`config.mk`:
```
export PLATFORM = sky130hd
export DESIGN_NAME = mem_arbiter_flat
export DESIGN_NICKNAME = d
export VERILOG_FILES = /design/src/rtl/mem_pkg.sv /design/src/rtl/mem_arbiter_if.sv /design/src/rtl/mem_arb_pick.sv /design/src/rtl/mem_arbiter.sv /design/src/flat_wrapper.sv
export SDC_FILE = /design/constraint.sdc
export NUM_CORES = 1
export LEC_CHECK = 0
export CAP_MARGIN = 20
export CORE_MARGIN = 2
export CORE_UTILIZATION = 38
export CTS_CLUSTER_SIZE = 10
export DETAILED_ROUTE_END_ITERATION = 10
export PLACE_DENSITY = 0.8
export REMOVE_ABC_BUFFERS = 1
export SLEW_MARGIN = 20
export SYNTH_ARGS = -nofsm -noshare
export SYNTH_HDL_FRONTEND = slang
export SYNTH_HIERARCHICAL = 1
export SYNTH_SLANG_ARGS = --single-unit
```
`constraint.sdc`:
```
create_clock -name clk -period 2.05 [get_ports clk]
set_clock_uncertainty 0.15 [all_clocks]
set_input_delay 0.205 -clock clk [delete_from_list [all_inputs] [get_ports clk]]
set_output_delay 0.205 -clock clk [all_outputs]
set_load 0.02 [all_outputs]
```
`src/rtl/mem_pkg.sv`:
```
// mem_pkg: shared constants, state and requester encodings for the memory arbiter
package mem_pkg;
  localparam int AW = 30;
  localparam int DW = 32;
  localparam int AGE_LIMIT = 4;
  localparam logic [3:0] FULL_BE = 4'b1111;
  typedef enum logic [1:0] {IDLE = 2'b00, BUSY = 2'b01, ACK = 2'b10} state_t;
  typedef enum logic [1:0] {WB = 2'd0, D = 2'd1, I = 2'd2} rid_t;
endpackage

```
`src/rtl/mem_arbiter_if.sv`:
```
// mem_arbiter_if: main-memory port between the arbiter (master) and memory (slave)
interface mem_arbiter_if;
  import mem_pkg::*;
  logic [AW-1:0] adr;
  logic [DW-1:0] wdata;
  logic [DW-1:0] rdata;
  logic [3:0] byteen;
  logic rwb;
  logic en;
  logic done;
  modport master(output adr, wdata, byteen, rwb, en, input rdata, done);
  modport slave(input adr, wdata, byteen, rwb, en, output rdata, done);
endinterface

```
`src/rtl/mem_arb_pick.sv`:
```
// mem_arb_pick: fixed-priority one-hot grant, aged reads jump above the write buffer
module mem_arb_pick
  import mem_pkg::*;
(
  input  logic wb_req,
  input  logic d_req,
  input  logic i_req,
  input  logic swc,
  input  logic d_aged,
  input  logic i_aged,
  output logic [2:0] gnt
);
  logic ad, ai;
  assign ad = d_req & d_aged;
  assign ai = i_req & i_aged;
  // aged reads first, then writes, then reads in swc order
  always_comb
    gnt = (ad | ai) ? {ai & (swc | ~ad), ad & (~swc | ~ai), 1'b0} :
          wb_req    ? 3'b001 :
                      {i_req & (swc | ~d_req), d_req & (~swc | ~i_req), 1'b0};
endmodule

```
`src/rtl/mem_arbiter.sv`:
```
// mem_arbiter: shares one memory port among write buffer, dcache and icache refills (age promotion under MEM_ARB_AGE_EN)
module mem_arbiter
  import mem_pkg::*;
(
  input  logic clk,
  input  logic reset,
  input  logic swc,
  input  logic wb_req,
  input  logic [AW-1:0] wb_adr,
  input  logic [DW-1:0] wb_wdata,
  input  logic [3:0] wb_byteen,
  output logic wb_ack,
  input  logic d_req,
  input  logic [AW-1:0] d_adr,
  output logic d_ack,
  input  logic i_req,
  input  logic [AW-1:0] i_adr,
  output logic i_ack,
  output logic [DW-1:0] d_rdata,
  output logic [DW-1:0] i_rdata,
  output logic busy,
  mem_arbiter_if.master mem
);
  state_t state;
  rid_t owner;
  logic [DW-1:0] rdata;
  logic [2:0] gnt;
  logic d_aged, i_aged;
  assign d_rdata = rdata;
  assign i_rdata = rdata;
  assign busy = state != IDLE;
  mem_arb_pick u_pick (
    .wb_req(wb_req),
    .d_req(d_req),
    .i_req(i_req),
    .swc(swc),
    .d_aged(d_aged),
    .i_aged(i_aged),
    .gnt(gnt)
  );
`ifdef MEM_ARB_AGE_EN
  logic [2:0] d_age, i_age;
  // a read that loses an IDLE decision ages by one (saturating); its grant clears it
  always_ff @(posedge clk or negedge reset)
    if (!reset) begin
      d_age <= '0;
      i_age <= '0;
    end else if (state == IDLE && |gnt) begin
      d_age <= gnt[D] ? '0 : (d_req && d_age != 3'd7) ? d_age + 3'd1 : d_age;
      i_age <= gnt[I] ? '0 : (i_req && i_age != 3'd7) ? i_age + 3'd1 : i_age;
    end
  assign d_aged = int'(d_age) >= AGE_LIMIT;
  assign i_aged = int'(i_age) >= AGE_LIMIT;
`else
  assign d_aged = 1'b0;
  assign i_aged = 1'b0;
`endif
  // IDLE grants and registers the winner, BUSY waits for memory, ACK pulses the winner's ack
  always_ff @(posedge clk or negedge reset)
    if (!reset) begin
      state <= IDLE;
      owner <= WB;
      rdata <= '0;
      wb_ack <= 1'b0;
      d_ack <= 1'b0;
      i_ack <= 1'b0;
      mem.en <= 1'b0;
      mem.rwb <= 1'b1;
      mem.adr <= '0;
      mem.wdata <= '0;
      mem.byteen <= '0;
    end else begin
      case (state)
        IDLE: if (|gnt) begin
          owner <= gnt[I] ? I : gnt[D] ? D : WB;
          mem.adr <= gnt[I] ? i_adr : gnt[D] ? d_adr : wb_adr;
          mem.wdata <= gnt[WB] ? wb_wdata : mem.wdata;
          mem.byteen <= gnt[WB] ? wb_byteen : FULL_BE;
          mem.rwb <= ~gnt[WB];
          mem.en <= 1'b1;
          state <= BUSY;
        end
        BUSY: if (mem.done) begin
          mem.en <= 1'b0;
          rdata <= mem.rwb ? mem.rdata : rdata;
          wb_ack <= owner == WB;
          d_ack <= owner == D;
          i_ack <= owner == I;
          state <= ACK;
        end
        ACK: begin
          wb_ack <= 1'b0;
          d_ack <= 1'b0;
          i_ack <= 1'b0;
          state <= IDLE;
        end
        default: state <= IDLE;
      endcase
    end
endmodule

```
`src/flat_wrapper.sv`:
```
// flat-port wrapper written by rule: the top's interface ports become plain ports
module mem_arbiter_flat import mem_pkg::*;
  (clk, reset, swc, wb_req, wb_adr, wb_wdata, wb_byteen, wb_ack, d_req, d_adr, d_ack, i_req, i_adr, i_ack, d_rdata, i_rdata, busy, mem_adr, mem_wdata, mem_byteen, mem_rwb, mem_en, mem_rdata, mem_done);
  mem_arbiter_if mem_i ();
  input  logic clk;
  input  logic reset;
  input  logic swc;
  input  logic wb_req;
  input  logic [AW-1:0] wb_adr;
  input  logic [DW-1:0] wb_wdata;
  input  logic [3:0] wb_byteen;
  output logic wb_ack;
  input  logic d_req;
  input  logic [AW-1:0] d_adr;
  output logic d_ack;
  input  logic i_req;
  input  logic [AW-1:0] i_adr;
  output logic i_ack;
  output logic [DW-1:0] d_rdata;
  output logic [DW-1:0] i_rdata;
  output logic busy;
  output wire logic [$bits(mem_i.adr)-1:0] mem_adr;
  output wire logic [$bits(mem_i.wdata)-1:0] mem_wdata;
  output wire logic [$bits(mem_i.byteen)-1:0] mem_byteen;
  output wire logic [$bits(mem_i.rwb)-1:0] mem_rwb;
  output wire logic [$bits(mem_i.en)-1:0] mem_en;
  input wire logic [$bits(mem_i.rdata)-1:0] mem_rdata;
  input wire logic [$bits(mem_i.done)-1:0] mem_done;
  assign mem_adr = mem_i.adr;
  assign mem_wdata = mem_i.wdata;
  assign mem_byteen = mem_i.byteen;
  assign mem_rwb = mem_i.rwb;
  assign mem_en = mem_i.en;
  assign mem_i.rdata = mem_rdata;
  assign mem_i.done = mem_done;
  mem_arbiter u_core (.clk(clk), .reset(reset), .swc(swc), .wb_req(wb_req), .wb_adr(wb_adr), .wb_wdata(wb_wdata), .wb_byteen(wb_byteen), .wb_ack(wb_ack), .d_req(d_req), .d_adr(d_adr), .d_ack(d_ack), .i_req(i_req), .i_adr(i_adr), .i_ack(i_ack), .d_rdata(d_rdata), .i_rdata(i_rdata), .busy(busy), .mem(mem_i));
endmodule
```
## After elaboration in Yosys (flattened, before gate mapping)

Cells that the tools add are included.

- Logic and storage cells: 55
- Output and inout bits: 136
- Input bits: 165
- Register bits: 107

- Reductions and logical operators: 12
- Bitwise logic cells: 8
- Eq/ne operators: 6
- Multiplexer cells: 18

Operator list:

| operator | count |
|---|---|
| 30-bit two-way mux | 2 |
| 3-bit AND reduction | 3 |
| 1-bit case mux with 2 select lines | 4 |
| 1-bit two-way mux | 6 |
| 2-bit two-way mux | 3 |
| 2-bit AND reduction | 3 |
| 2-bit nonzero test | 3 |
| 2-bit by 1-bit == test with 1-bit output (second input constant) | 2 |
| 2-bit == test (second input constant) | 2 |
| 2-bit zero test | 2 |
| 4-bit two-way mux | 1 |
| 1-bit inverter | 4 |
| 2-bit case mux with 2 select lines | 1 |
| 3-bit two-way mux | 1 |
| 3-bit OR reduction | 1 |
| 1-bit AND | 2 |
| 2-bit by 1-bit != test with 1-bit output (second input constant) | 1 |
| 2-bit != test (second input constant) | 1 |
| 1-bit bitwise OR | 2 |

## Depth between registers and ports, before layout

- Word-level depth: 7
- Depth in mapped cells: 8
- Mapped depth without buffers: 6

## Modules after synthesis

Netlist, hierarchy kept.

By module, submodules not included:

| module | instances | cells each | seq. area each (um2) | area an instance (um2) |
|---|---|---|---|---|
| mem_arbiter | 1 | 390 | 2678.8 | 5146.2 |
| mem_arb_pick | 1 | 9 | 0.0 | 56.3 |

## Least setup slack after synthesis

Ideal clock, no wire load.

- Path kind: input to register
- Start point: input port wb_req
- End point: register u_core.mem.wdata[10]
- Stages on the path: 6
- Slack: 0.042 ns
- Data required time: 1.775 ns
- Library setup time: 0.125 ns
- Arrival time: 1.733 ns
- Buffers on the path: 2
- Cells stage by stage: inv_1 -> a221oi_1 -> and2_4 -> buf_8 -> buf_8 -> mux2_4

- Word-level cells in the longest chain between the ends: 3

RTL lines:

| what | RTL line | source |
|---|---|---|
| from (decl) | flat_wrapper.sv:8 | `input logic wb_req;` |
| 3-bit two-way mux (*) | mem_arb_pick.sv:19 | `wb_req ? 3'b001 :` |
| net u_core.gnt[0] | mem_arbiter.sv:27 | `logic [2:0] gnt;` |
| 3-bit OR reduction | mem_arbiter.sv:74 | `IDLE: if (\|gnt) begin` |
| 3-bit AND reduction (no source line) (*) | - |  |
| to (signal assigned) | mem_arbiter.sv:77 | `mem.wdata <= gnt[WB] ? wb_wdata : mem.wdata;` |
| to (decl) | mem_arbiter_if.sv:11 | `modport master(output adr, wdata, byteen, rwb, en, input rdata, done);` |

The timed path passes the listed nets; every way through them passes the cells marked *.
A chain may end at the register's enable or synchronous reset.

## Worst setup path after layout

- Start point: register u_core.mem.rwb
- End point: output port mem_rwb

RTL lines:

| what | RTL line | source |
|---|---|---|
| from (decl) | mem_arbiter_if.sv:11 |  |
| from (signal assigned) | mem_arbiter.sv:79 | `mem.rwb <= ~gnt[WB];` |
| to (decl) | flat_wrapper.sv:25 | `output wire logic [$bits(mem_i.rwb)-1:0] mem_rwb;` |

No word-level cell between the ends.

==> results.toml <==
[run_status]
status = "completed"

[synthesis]
synth-seq-area-share_pct = 51.5
ys_types = 35
yosys_warnings = 6
synth_area_mm2 = 0.00520
synth-seq-cells = 107
synth_cells = 399
syn_avg_cell_area_um2 = 13.0

[placed_design]
pre_cts_slack_ps = -199
io_buffers = 300
post-dp-hpwl_um = 11600
gp_congestion = 0.795

[clock_network]
cts.path.max_buffers = 2
numCtsBuffers = 9
cts_tree = "done"
clock_latency_ps = 340
htreeDepth = 3
clkSlewWorstSetupHoldPaths_ps = 70
cts.sinks = 107
root_buffer = "clkbuf_16"

[worst_setup_path]
cpLargestDelayFamily = "buffers and inverters"
cp.buffers_inverters = 1
startpoint_type = "flip-flop"
endpoint_kind = "output port"
arrival_ps = 1550
max_stage_delay_ps = 650
crit_chain = "clkdlybuf4s50_1"
critPathRequiredTime_ps = 1690
slowest_stage = "clkdlybuf4s50_1"
criticalPathCategory = "flip-flop to output port"
path_max_fanout = 3

[final_layout]
diodes = 0
nNetsFinal = 848
drive_gt1_share_pct = 20.6
syn2layout_area_growth_pct = 66.5
nFillCells = 1024

[die]
rows = 42
start_util_pct = 39.1
fp.coreArea_mm2 = 0.0133
dieArea_mm2 = 0.0146
die-width_um = 121
die_height_um = 121
pin_count = 301

[grt]
antenna_found_initial = 0
grt_usage_pct = 19.8
grt_max_degree = 59
gr-total-overflow = 0
grt_pass1_vias = 4305
grt_pass1_wl_um = 22500

[timing]
fin_crit_sh_pct = 92.7
fin_ws_ps = 150
setup_violations = 0
final-hold-violation-count = 0
period_needed_ps = 1900
hold_ws_ps = 190
slew_viol_final = 0
fmax_ghz = 0.526
rsz0062_at_grt = "false"

[detailed_routing]
drc = 0
ant_nets = 0
vias = 4174
wl_um = 14700
first_pass_iters = 4
drtIter0Drc = 178
wl_per_cell_um = 17.1
viasPerCell = 4.83

[pwr]
p_per_area_mw_per_mm2 = 1480
vdd_ir_drop_max_mv = 0.524
leakagePower_nw = 3.58

[worst_hold_path]
min_path_type = "input pin to async pin"

[job]
maxCapViolations = 0
==> through the flow <==
| step | power, mW | std cells | TNS, ps | cell area, um^2 | util (%) |
|---|---|---|---|---|---|
| final | 12.9 | 864 | 0 | 8660 | 65.2 |
| after CTS | 13.0 | 864 | 0 | 8660 | 65.2 |
| after floorplan | 7.12 | 348 | -50910 | 4800 | - |
| after detailed placement | 11.0 | 847 | -7860 | 8300 | 62.5 |
| after global placement | 10.8 | 847 | -4680 | 8300 | 62.5 |
| after global routing | 13.5 | 864 | 0 | 8660 | 65.2 |
==> metal layers <==
metal  vias to the layer above  wire length, um  global-route usage, %
met4                         0              201                   6.03
met5                         -                0                      0
met2                       194             7840                   36.8
met1                      2023             5280                   21.3
met3                        15             1410                   5.97
li1                       1942                -                      -
==> area by class of cell <==
cell class	count	area, um^2	area share [%]
clock buffer	11	243	2.80
multi-input combinational	235	2110	24.3
timing repair buffer	324	3280	37.9
tap	176	220	2.54
clock inverter	5	108	1.24
sequential	107	2680	30.9
inverter	6	22.5	0.260
==> where the power goes <==
part           leakage [nW]  internal (mW)  switching [mW]
logic                  2.13           3.72            3.28
clock network         0.170           1.23           0.754
registers              1.28           3.17           0.707
total                  3.58           8.12            4.74
==> placed cells by master (no fill, tap or decap), types with 7 or more instances in the layout <==
master	instances
dfrtp_1	106
mux2_4	29
mux2i_1	30
mux2_2	65
buf_4	16
clkdlybuf4s50_1	298
clkbuf_16	9
o21ai_0	66
buf_12	8
conb_1	7
==> synthesized netlist by cell type, drive strengths merged <==
library cell	count	share of area, %
mux2i	30	5.8
o21ai	67	6.4
clkbuf	8	0.58
nor2	3	0.36
nor2b	1	0.12
nor3	1	0.31
inv	6	0.43
nand3b	4	0.58
dfstp	1	0.51
a22o	1	0.17
o221a	1	0.22
mux2	94	22
a221oi	1	0.17
and2	1	0.17
nand2	3	0.31
buf	49	7.6
nand3	3	0.29
conb	1	0.072
o31ai	1	0.14
and4b	2	0.38
and3b	1	0.17
nand2b	2	0.24
o21a	4	0.58
a21oi	7	0.75
nor4bb	1	0.19
dfrtp	106	51
==> worst reg2reg max path, stage by stage (launching register included) <==
cell and delay (ps):
dfrtp_1 480, nor2_4 160, buf_4 170, and2_4 210
buf_12 180, mux2_4 320
==> worst paths after layout <==
path                       depth (start not counted)  slack [ps]                               end                         from
hold / removal                                     2         190  u_core/mem.wdata[22]$_DFFE_PN0P_                        reset
setup / recovery                                   1         150                           mem_rwb   u_core/mem.rwb$_DFFE_PN1P_
min in group clk                                   2         320  u_core/mem.wdata[29]$_DFFE_PN0P_                 wb_wdata[29]
hold reg to reg                                    2         340        u_core/mem.rwb$_DFFE_PN1P_   u_core/mem.rwb$_DFFE_PN1P_
setup reg to reg                                   5         290   u_core/mem.wdata[8]$_DFFE_PN0P_  u_core/state[0]$_DFFE_PN0P_
max in group asynchronous                          3         890  u_core/mem.wdata[28]$_DFFE_PN0P_                        reset
==> sequential cells by signal, indices dropped and copies added, names as in the netlist <==
name               count
u_core/i_ack           1
u_core/d_ack           1
u_core/owner           2
u_core/mem.en          1
u_core/d_rdata        32
u_core/state           2
u_core/mem.wdata      32
u_core/mem.rwb         1
u_core/mem.adr        30
u_core/mem.byteen      4
u_core/wb_ack          1
==> repair_timing <==
item	4_1_cts	5_1_grt
hold endpoints to repair	28	0
setup buffers	0	0
resized for setup	1	0
setup endpoints to repair	1	0
hold buffers	1	0
==> cells by family after synthesis <==
kind of cell | Yosys count | synth area share (%)
AO/OA/AOI/OAI | 82 | 8.47
AND/OR/NAND/NOR | 22 | 3.13
other | 1 | 0.0721
buffers and inverters | 63 | 8.63
flip-flops | 107 | 51.5
multiplexers | 124 | 28.2
No activity file was read; power rests on OpenSTA's default activity.
